## src/rtl/seq_alu_if.sv

```systemverilog
// Operand/result handshake bundle for seq_alu: operands flow master->slave,
// result flows slave->master, each side with its own valid/ready pair.
interface seq_alu_if #(
  parameter int DATA_WIDTH = 16,
  parameter int CTRL_WIDTH = 4
);
  logic                  in_valid;
  logic                  in_ready;
  logic [DATA_WIDTH-1:0] A;
  logic [DATA_WIDTH-1:0] B;
  logic [CTRL_WIDTH-1:0] ALU_Ctrl;
  logic                  out_valid;
  logic                  out_ready;
  logic [DATA_WIDTH-1:0] R;
  logic [DATA_WIDTH-1:0] S;
  logic                  ALU_Exception;

  modport master (
    output in_valid, A, B, ALU_Ctrl, out_ready,
    input  in_ready, out_valid, R, S, ALU_Exception
  );

  modport slave (
    input  in_valid, A, B, ALU_Ctrl, out_ready,
    output in_ready, out_valid, R, S, ALU_Exception
  );
endinterface

```

## src/rtl/seq_alu.sv

```systemverilog
// Multi-cycle ALU: single-cycle add/sub/logic/shift/rotate, iterative
// shift-add MUL and restoring DIV (one bit per cycle), result as {S,R}.
//
// state | meaning
// IDLE  | in_ready=1, waiting for an operand handshake
// ITER  | MUL/DIV stepping one bit per cycle, counter 0..W-1
// DONE  | out_valid=1, result held until out_ready
module seq_alu #(
  parameter int DATA_WIDTH = 16,
  parameter int CTRL_WIDTH = 4
) (
  input logic    clk,
  input logic    rst_n,
  seq_alu_if.slave bus
);
  localparam int W  = DATA_WIDTH;
  localparam int CB = $clog2(W);
  localparam logic [CB-1:0] LAST = CB'(W - 1);
  localparam logic [W-1:0]  W_L  = W'(W);
  localparam logic [W-1:0]  W2_L = W'(2 * W);

  localparam logic [CTRL_WIDTH-1:0] OP_NOP = CTRL_WIDTH'(4'b0000);
  localparam logic [CTRL_WIDTH-1:0] OP_MUL = CTRL_WIDTH'(4'b0001);
  localparam logic [CTRL_WIDTH-1:0] OP_DIV = CTRL_WIDTH'(4'b0010);
  localparam logic [CTRL_WIDTH-1:0] OP_ROR = CTRL_WIDTH'(4'b1000);
  localparam logic [CTRL_WIDTH-1:0] OP_ROL = CTRL_WIDTH'(4'b1001);
  localparam logic [CTRL_WIDTH-1:0] OP_SLL = CTRL_WIDTH'(4'b1010);
  localparam logic [CTRL_WIDTH-1:0] OP_SLR = CTRL_WIDTH'(4'b1011);
  localparam logic [CTRL_WIDTH-1:0] OP_OR  = CTRL_WIDTH'(4'b1100);
  localparam logic [CTRL_WIDTH-1:0] OP_AND = CTRL_WIDTH'(4'b1101);
  localparam logic [CTRL_WIDTH-1:0] OP_SUB = CTRL_WIDTH'(4'b1110);
  localparam logic [CTRL_WIDTH-1:0] OP_ADD = CTRL_WIDTH'(4'b1111);

  typedef enum logic [1:0] {IDLE, ITER, DONE} state_t;

  state_t          state_q;
  logic            in_ready_q;
  logic            out_valid_q;
  logic [W-1:0]    r_q;
  logic [W-1:0]    s_q;
  logic            exc_q;
  logic [CB-1:0]   cnt_q;
  logic            mul_q;
  logic [W-1:0]    acc_q;   // MUL: product high half; DIV: partial remainder
  logic [W-1:0]    lo_q;    // MUL: multiplier/product low; DIV: dividend/quotient
  logic [W-1:0]    opnd_q;  // MUL: multiplicand A; DIV: divisor B

  // Single-cycle results and the accept decision, from the live operands.
  logic [W:0]      add_w;
  logic [W:0]      sub_w;
  logic [2*W-1:0]  sll_w;
  logic [CB-1:0]   rot_amt;
  logic [W-1:0]    r_d;
  logic [W-1:0]    s_d;
  logic            exc_d;
  logic            iter_d;

  always_comb begin
    add_w   = {1'b0, bus.A} + {1'b0, bus.B};
    sub_w   = {1'b0, bus.A} - {1'b0, bus.B};
    sll_w   = {{W{1'b0}}, bus.A} << bus.B;
    rot_amt = bus.B[CB-1:0];
    r_d     = '0;
    s_d     = '0;
    exc_d   = 1'b0;
    iter_d  = 1'b0;
    case (bus.ALU_Ctrl)
      OP_ADD: begin
        r_d    = add_w[W-1:0];
        s_d[0] = add_w[W];
        exc_d  = (bus.A[W-1] == bus.B[W-1]) && (add_w[W-1] != bus.A[W-1]);
      end
      OP_SUB: begin
        r_d    = sub_w[W-1:0];
        s_d[0] = sub_w[W];
        exc_d  = (bus.A[W-1] != bus.B[W-1]) && (sub_w[W-1] != bus.A[W-1]);
      end
      OP_AND: r_d = bus.A & bus.B;
      OP_OR:  r_d = bus.A | bus.B;
      OP_MUL: iter_d = 1'b1;
      OP_DIV: begin
        if (bus.B == '0) begin
          r_d   = '1;
          s_d   = bus.A;
          exc_d = 1'b1;
        end else begin
          iter_d = 1'b1;
        end
      end
      OP_SLL: begin
        if (bus.B < W2_L) {s_d, r_d} = sll_w;
      end
      OP_SLR: begin
        if (bus.B < W_L) r_d = bus.A >> bus.B;
      end
      OP_ROL: r_d = W'(({bus.A, bus.A} << rot_amt) >> W);
      OP_ROR: r_d = W'({bus.A, bus.A} >> rot_amt);
      OP_NOP: r_d = '0;
      default: exc_d = 1'b1;
    endcase
  end

  // One iteration step for each of the two multi-cycle operations.
  logic [W:0]      mul_sum;
  logic [2*W-1:0]  mul_nxt;
  logic [W:0]      div_trial;
  logic [W:0]      div_diff;
  logic [W-1:0]    rem_nxt;
  logic [W-1:0]    quo_nxt;

  always_comb begin
    mul_sum   = {1'b0, acc_q} + {1'b0, opnd_q};
    mul_nxt   = lo_q[0] ? {mul_sum, lo_q[W-1:1]} : {1'b0, acc_q, lo_q[W-1:1]};
    div_trial = {acc_q, lo_q[W-1]};
    div_diff  = div_trial - {1'b0, opnd_q};
    // A negative trial never has its top bit set, so the low W bits suffice.
    rem_nxt   = div_diff[W] ? div_trial[W-1:0] : div_diff[W-1:0];
    quo_nxt   = {lo_q[W-2:0], ~div_diff[W]};
  end

  always_ff @(posedge clk) begin
    if (!rst_n) begin
      state_q     <= IDLE;
      in_ready_q  <= 1'b1;
      out_valid_q <= 1'b0;
      r_q         <= '0;
      s_q         <= '0;
      exc_q       <= 1'b0;
      cnt_q       <= '0;
      mul_q       <= 1'b0;
      acc_q       <= '0;
      lo_q        <= '0;
      opnd_q      <= '0;
    end else begin
      case (state_q)
        IDLE: begin
          if (bus.in_valid) begin
            in_ready_q <= 1'b0;
            cnt_q      <= '0;
            acc_q      <= '0;
            mul_q      <= (bus.ALU_Ctrl == OP_MUL);
            if (iter_d) begin
              state_q <= ITER;
              lo_q    <= (bus.ALU_Ctrl == OP_MUL) ? bus.B : bus.A;
              opnd_q  <= (bus.ALU_Ctrl == OP_MUL) ? bus.A : bus.B;
            end else begin
              state_q     <= DONE;
              out_valid_q <= 1'b1;
              r_q         <= r_d;
              s_q         <= s_d;
              exc_q       <= exc_d;
            end
          end
        end
        ITER: begin
          if (mul_q) begin
            {acc_q, lo_q} <= mul_nxt;
          end else begin
            acc_q <= rem_nxt;
            lo_q  <= quo_nxt;
          end
          if (cnt_q == LAST) begin
            state_q     <= DONE;
            out_valid_q <= 1'b1;
            exc_q       <= 1'b0;
            r_q         <= mul_q ? mul_nxt[W-1:0] : quo_nxt;
            s_q         <= mul_q ? mul_nxt[2*W-1:W] : rem_nxt;
          end else begin
            cnt_q <= cnt_q + 1'b1;
          end
        end
        DONE: begin
          if (bus.out_ready) begin
            state_q     <= IDLE;
            out_valid_q <= 1'b0;
            in_ready_q  <= 1'b1;
          end
        end
        default: begin
          state_q     <= IDLE;
          in_ready_q  <= 1'b1;
          out_valid_q <= 1'b0;
        end
      endcase
    end
  end

  assign bus.in_ready      = in_ready_q;
  assign bus.out_valid     = out_valid_q;
  assign bus.R             = r_q;
  assign bus.S             = s_q;
  assign bus.ALU_Exception = exc_q;
endmodule

```

## src/flat_wrapper.sv

```systemverilog
// flat-port wrapper written by rule: the top's interface ports become plain ports
module seq_alu_flat 
#(
  parameter int DATA_WIDTH = 16,
  parameter int CTRL_WIDTH = 4
)
  (clk, rst_n, bus_in_valid, bus_A, bus_B, bus_ALU_Ctrl, bus_out_ready, bus_in_ready, bus_out_valid, bus_R, bus_S, bus_ALU_Exception);
  seq_alu_if #(.DATA_WIDTH(DATA_WIDTH), .CTRL_WIDTH(CTRL_WIDTH)) bus_i ();
  input logic clk;
  input logic rst_n;
  input wire logic [$bits(bus_i.in_valid)-1:0] bus_in_valid;
  input wire logic [$bits(bus_i.A)-1:0] bus_A;
  input wire logic [$bits(bus_i.B)-1:0] bus_B;
  input wire logic [$bits(bus_i.ALU_Ctrl)-1:0] bus_ALU_Ctrl;
  input wire logic [$bits(bus_i.out_ready)-1:0] bus_out_ready;
  output wire logic [$bits(bus_i.in_ready)-1:0] bus_in_ready;
  output wire logic [$bits(bus_i.out_valid)-1:0] bus_out_valid;
  output wire logic [$bits(bus_i.R)-1:0] bus_R;
  output wire logic [$bits(bus_i.S)-1:0] bus_S;
  output wire logic [$bits(bus_i.ALU_Exception)-1:0] bus_ALU_Exception;
  assign bus_i.in_valid = bus_in_valid;
  assign bus_i.A = bus_A;
  assign bus_i.B = bus_B;
  assign bus_i.ALU_Ctrl = bus_ALU_Ctrl;
  assign bus_i.out_ready = bus_out_ready;
  assign bus_in_ready = bus_i.in_ready;
  assign bus_out_valid = bus_i.out_valid;
  assign bus_R = bus_i.R;
  assign bus_S = bus_i.S;
  assign bus_ALU_Exception = bus_i.ALU_Exception;
  seq_alu #(.DATA_WIDTH(DATA_WIDTH), .CTRL_WIDTH(CTRL_WIDTH)) u_core (.clk(clk), .rst_n(rst_n), .bus(bus_i));
endmodule
```

## config.mk

```make
export PLATFORM = sky130hd
export DESIGN_NAME = seq_alu_flat
export DESIGN_NICKNAME = d
export VERILOG_FILES = /design/src/rtl/seq_alu_if.sv /design/src/rtl/seq_alu.sv /design/src/flat_wrapper.sv
export SDC_FILE = /design/constraint.sdc
export NUM_CORES = 1
export LEC_CHECK = 0
export ABC_CLOCK_PERIOD_IN_PS = 5700
export BUFFER_PORTS_ARGS = -buffer_cell sky130_fd_sc_hd__buf_4
export CAP_MARGIN = 30
export CORE_UTILIZATION = 55
export CTS_CLUSTER_DIAMETER = 200
export DETAILED_ROUTE_END_ITERATION = 7
export GPL_TIMING_DRIVEN = 0
export PLACE_DENSITY = 0.73
export SLEW_MARGIN = 5
export SYNTH_ARGS = -nofsm -noshare
export SYNTH_HDL_FRONTEND = slang
export SYNTH_SLANG_ARGS = --single-unit
```

## constraint.sdc

```tcl
create_clock -name clk -period 5.7 [get_ports clk]
set_input_delay 0 -clock clk [delete_from_list [all_inputs] [get_ports clk]]
set_output_delay 0 -clock clk [all_outputs]
set_load 0.03 [all_outputs]
```

==> results.py <==
metrics = {
    "floorplan": {
        "die_h_um": 146,
        "die_w_um": 146,
        "ioPinCount": 75,
        "core_area_mm2": 0.0202,
        "die_area_mm2": 0.0213,
        "rows": 52,
        "initial_core_util": 0.563,
    },
    "synth": {
        "synth-seq-area-share": 0.158,
        "synth_seq_cells": 90,
        "synth_area_per_cell_um2": 7.30,
        "synth-edff-count": 0,
        "yosys-top-cells-area": "dfxtp_1 16%, ha_1 8.9%, mux2i_1 8.5%",
        "ys_top_cells_by_count": "159 x nor2_1, 136 x nand2_1, 135 x a21oi_1",
        "yosysMostFrequentCell": "nor2_1",
        "async_reset_ff_frac": 0,
        "synthesis.area_mm2": 0.0114,
        "synthFlopType": "dfxtp_1",
        "synth.distinct_cells": 87,
        "syn_inst": 1560,
        "yosysTopAreaCellShare": 0.158,
        "ys_warn_count": 0,
        "yosysTopAreaCell": "dfxtp_1",
        "syn_nets": 1685,
    },
    "setup_path": {
        "cp_max_fo": 10,
        "crit_type": "reg2reg",
        "crit_path_end_kind": "flip-flop",
        "crit_chain": "ha_1 -> inv_1 -> fa_1 -> a211oi_1 -> o211ai_1 -> and3_1 -> o2111ai_1 -> nor3b_2 -> buf_6 -> mux2_2 -> o21ai_0 -> o21ai_0",
        "reg2reg_slack_ns": 1.63,
        "rr_worst_depth": 12,
        "critPathArrivalTime_ns": 4.27,
        "crit_top_cell": "o21ai_0",
        "start_kind": "flip-flop",
        "cp_slowest_cell": "o21ai_0",
        "r2r-start": "u_core.opnd_q[0]",
        "cpPeakStageDelay_ns": 0.65,
        "r2r-end": "u_core.acc_q[14]",
        "cp.required_ns": 5.91,
    },
    "cts": {
        "post_cts_buffers": 0,
        "numClockSinks": 90,
        "cts_resized": 0,
        "cts-root-buf": "clkbuf_16",
        "clkSlewWorstSetupHoldPaths_ns": 0.08,
        "htree_levels": 3,
        "hold_buffers": 2,
        "cts_buffers": 9,
        "insertion_delay_ns": 0.36,
        "cts_buffer_depth": 2,
        "cts_tree": "built",
    },
    "global_route": {
        "grt_pass1_wl_um": 77100,
        "antenna_found_initial": 1,
        "first_global_vias": 12700,
        "grt_max_degree": 20,
        "gr-total-overflow": 0,
        "grt_usage": 0.478,
    },
    "finish": {
        "fillers": 1888,
        "fin_area_mm2": 0.0126,
        "drive_gt1_frac": 0.120,
        "syn2layout_area_growth_pct": 10.8,
        "nNetsFinal": 1773,
        "utilization": 0.623,
    },
    "detailed_routing": {
        "drc_errors": 0,
        "drt-vias-per-instance": 7.06,
        "drt_iter0_drc": 1747,
        "wirelength_um": 51800,
        "firstDrtPassIters": 7,
        "drt-wirelength-per-cell_um": 26.9,
        "antenna_left": 0,
        "dr_total_vias": 13600,
    },
    "power_and_ir_drop": {
        "power_density_mw_per_mm2": 182,
        "power_w": 0.00230,
        "irDropWorstVdd_v": 0.000134,
        "p_leak_nw": 4.78,
    },
    "place": {
        "port_buffers": 73,
        "hpwl_um": 40100,
        "dpl_cell_area_mm2": 0.0123,
        "gp_congestion": 1.08,
    },
    "sta": {
        "setup-tns-final_ns": 0,
        "hold_ws_ns": 0.0338,
        "fin_worst_skew_ns": 0.00950,
        "final_max_slew_viol_count": 0,
        "max_freq_mhz": 246,
        "hold_viol_final": 0,
        "maxSlewHeadroom": 0.290,
        "worst_slew_pin_slew_ns": 1.05,
        "post-route-period-util": 0.713,
        "final.min_clock_period_ns": 4.07,
        "rsz0062_at_grt": "false",
        "setup_viol": 0,
    },
    "worst_hold_path": {
        "hold_path.class": "in2reg",
        "whs_endpoint": "u_core.opnd_q[12]",
        "min_from": "bus_B[12]",
        "hold_depth": 3,
    },
    "status": {
        "status": "finished clean",
    },
    "run": {
        "max_cap_viol_count": 0,
    },
}
how the worst max path moves through the flow:
stage | slack [ns] | start | depth (start not counted) | endpoint
after floorplan | 2.69 | bus_B[2] | 14 | u_core.bus.R[14]
after global placement | 1.24 | bus_B[2] | 13 | u_core.bus.R[2]
after detailed placement | 1.57 | bus_B[2] | 15 | u_core.bus.R[10]
after CTS | 1.80 | u_core.opnd_q[0] | 12 | u_core.bus.S[14]
after global routing | 1.37 | u_core.opnd_q[1] | 11 | u_core.acc_q[14]
final | 1.63 | u_core.opnd_q[0] | 12 | u_core.acc_q[14]
metal layers:
metal | up-vias | share of wire | global-route usage
li1 | 5985 | - | -
met4 | 0 | 0.088 | 0.356
met1 | 6241 | 0.37 | 0.582
met2 | 1059 | 0.43 | 0.738
met3 | 293 | 0.12 | 0.107
met5 | - | 0 | 0
worst max-delay path: cells and delay by family, from the launching register on:
family | cells | cell delay (ns)
AOI/OAI and AO/OA | 5 | 1.61
adders and majority gates | 2 | 0.63
buffers and inverters | 2 | 0.30
DFF | 1 | 0.39
muxes | 1 | 0.34
and+or+nand+nor | 2 | 0.67
layout make-up:
| class | count | area (um^2) | area share |
|---|---|---|---|
| inverters | 70 | 263 | 0.0208 |
| diodes | 1 | 2.50 | 0.000198 |
| flip-flops and latches | 90 | 1800 | 0.143 |
| clock inverters | 7 | 81.3 | 0.00645 |
| clock buffers | 9 | 225 | 0.0179 |
| plain buffers | 122 | 520 | 0.0413 |
| multi-input cells | 1278 | 8800 | 0.698 |
| repair buffers | 77 | 578 | 0.0458 |
| well taps | 270 | 338 | 0.0268 |
power breakdown:
group	total (W)	switching (W)	internal (W)
clock network	0.000621	0.000306	0.000314
registers	0.000686	0.0000251	0.000661
logic	0.000991	0.000646	0.000345
total	0.00230	0.000978	0.00132
metrics by stage:
stage	setup WS [ns]	std cells
detailed placement	1.57	1905
floorplan	2.69	1560
global placement	1.24	1903
global route	1.37	1923
finish	1.63	1924
CTS	1.80	1923
layout by cell type, fill, tap and decap left out, types with 8 or more instances in the layout:
cell type and count:
a2111oi_0 8, ha_1 81, clkbuf_1 77, a22oi_1 9
nor2_1 159, mux2_2 38, a21oi_1 135, buf_1 13
o2111ai_1 10, nand3_1 33, o211ai_1 23, nor4_1 10
nand4_1 8, buf_2 28, inv_1 68, o22ai_1 13
o21ai_0 118, nor3_1 47, o21a_1 11, nor2b_1 11
nand2_1 136, mux2i_1 97, buf_4 77, xnor2_1 14
o21bai_1 12, a31oi_1 32, xor2_1 14, nand2b_1 14
a211oi_1 52, or3_1 8, clkbuf_16 9, o21ai_1 10
dfxtp_1 90, mux4_2 15, o31ai_1 12, and3_1 8
registers in the layout, summed over array words and instances, names as in the netlist:
register and cells:
u_core.bus.S 16, u_core.state_q 2, u_core.mul_q 1, u_core.bus.ALU_Exception 1, u_core.opnd_q 16, u_core.bus.in_ready 1
u_core.acc_q 16, u_core.lo_q 16, u_core.bus.R 16, u_core.bus.out_valid 1, u_core.cnt_q 4
cells by family (layout without fill, tap and decap cells):
family / after synthesis / after routing / share of synthesized area
flip-flops: 90 / 90 / 0.158
multiplexers: 150 / 150 / 0.153
other: 0 / 1 / 0
AO/OA/AOI/OAI: 533 / 533 / 0.302
buffers and inverters: 192 / 285 / 0.0688
adder cells (fa/ha/maj): 85 / 85 / 0.0960
AND/OR/NAND/NOR: 482 / 482 / 0.200
XOR/XNOR: 28 / 28 / 0.0215
Power figures use the tool's default switching activity.
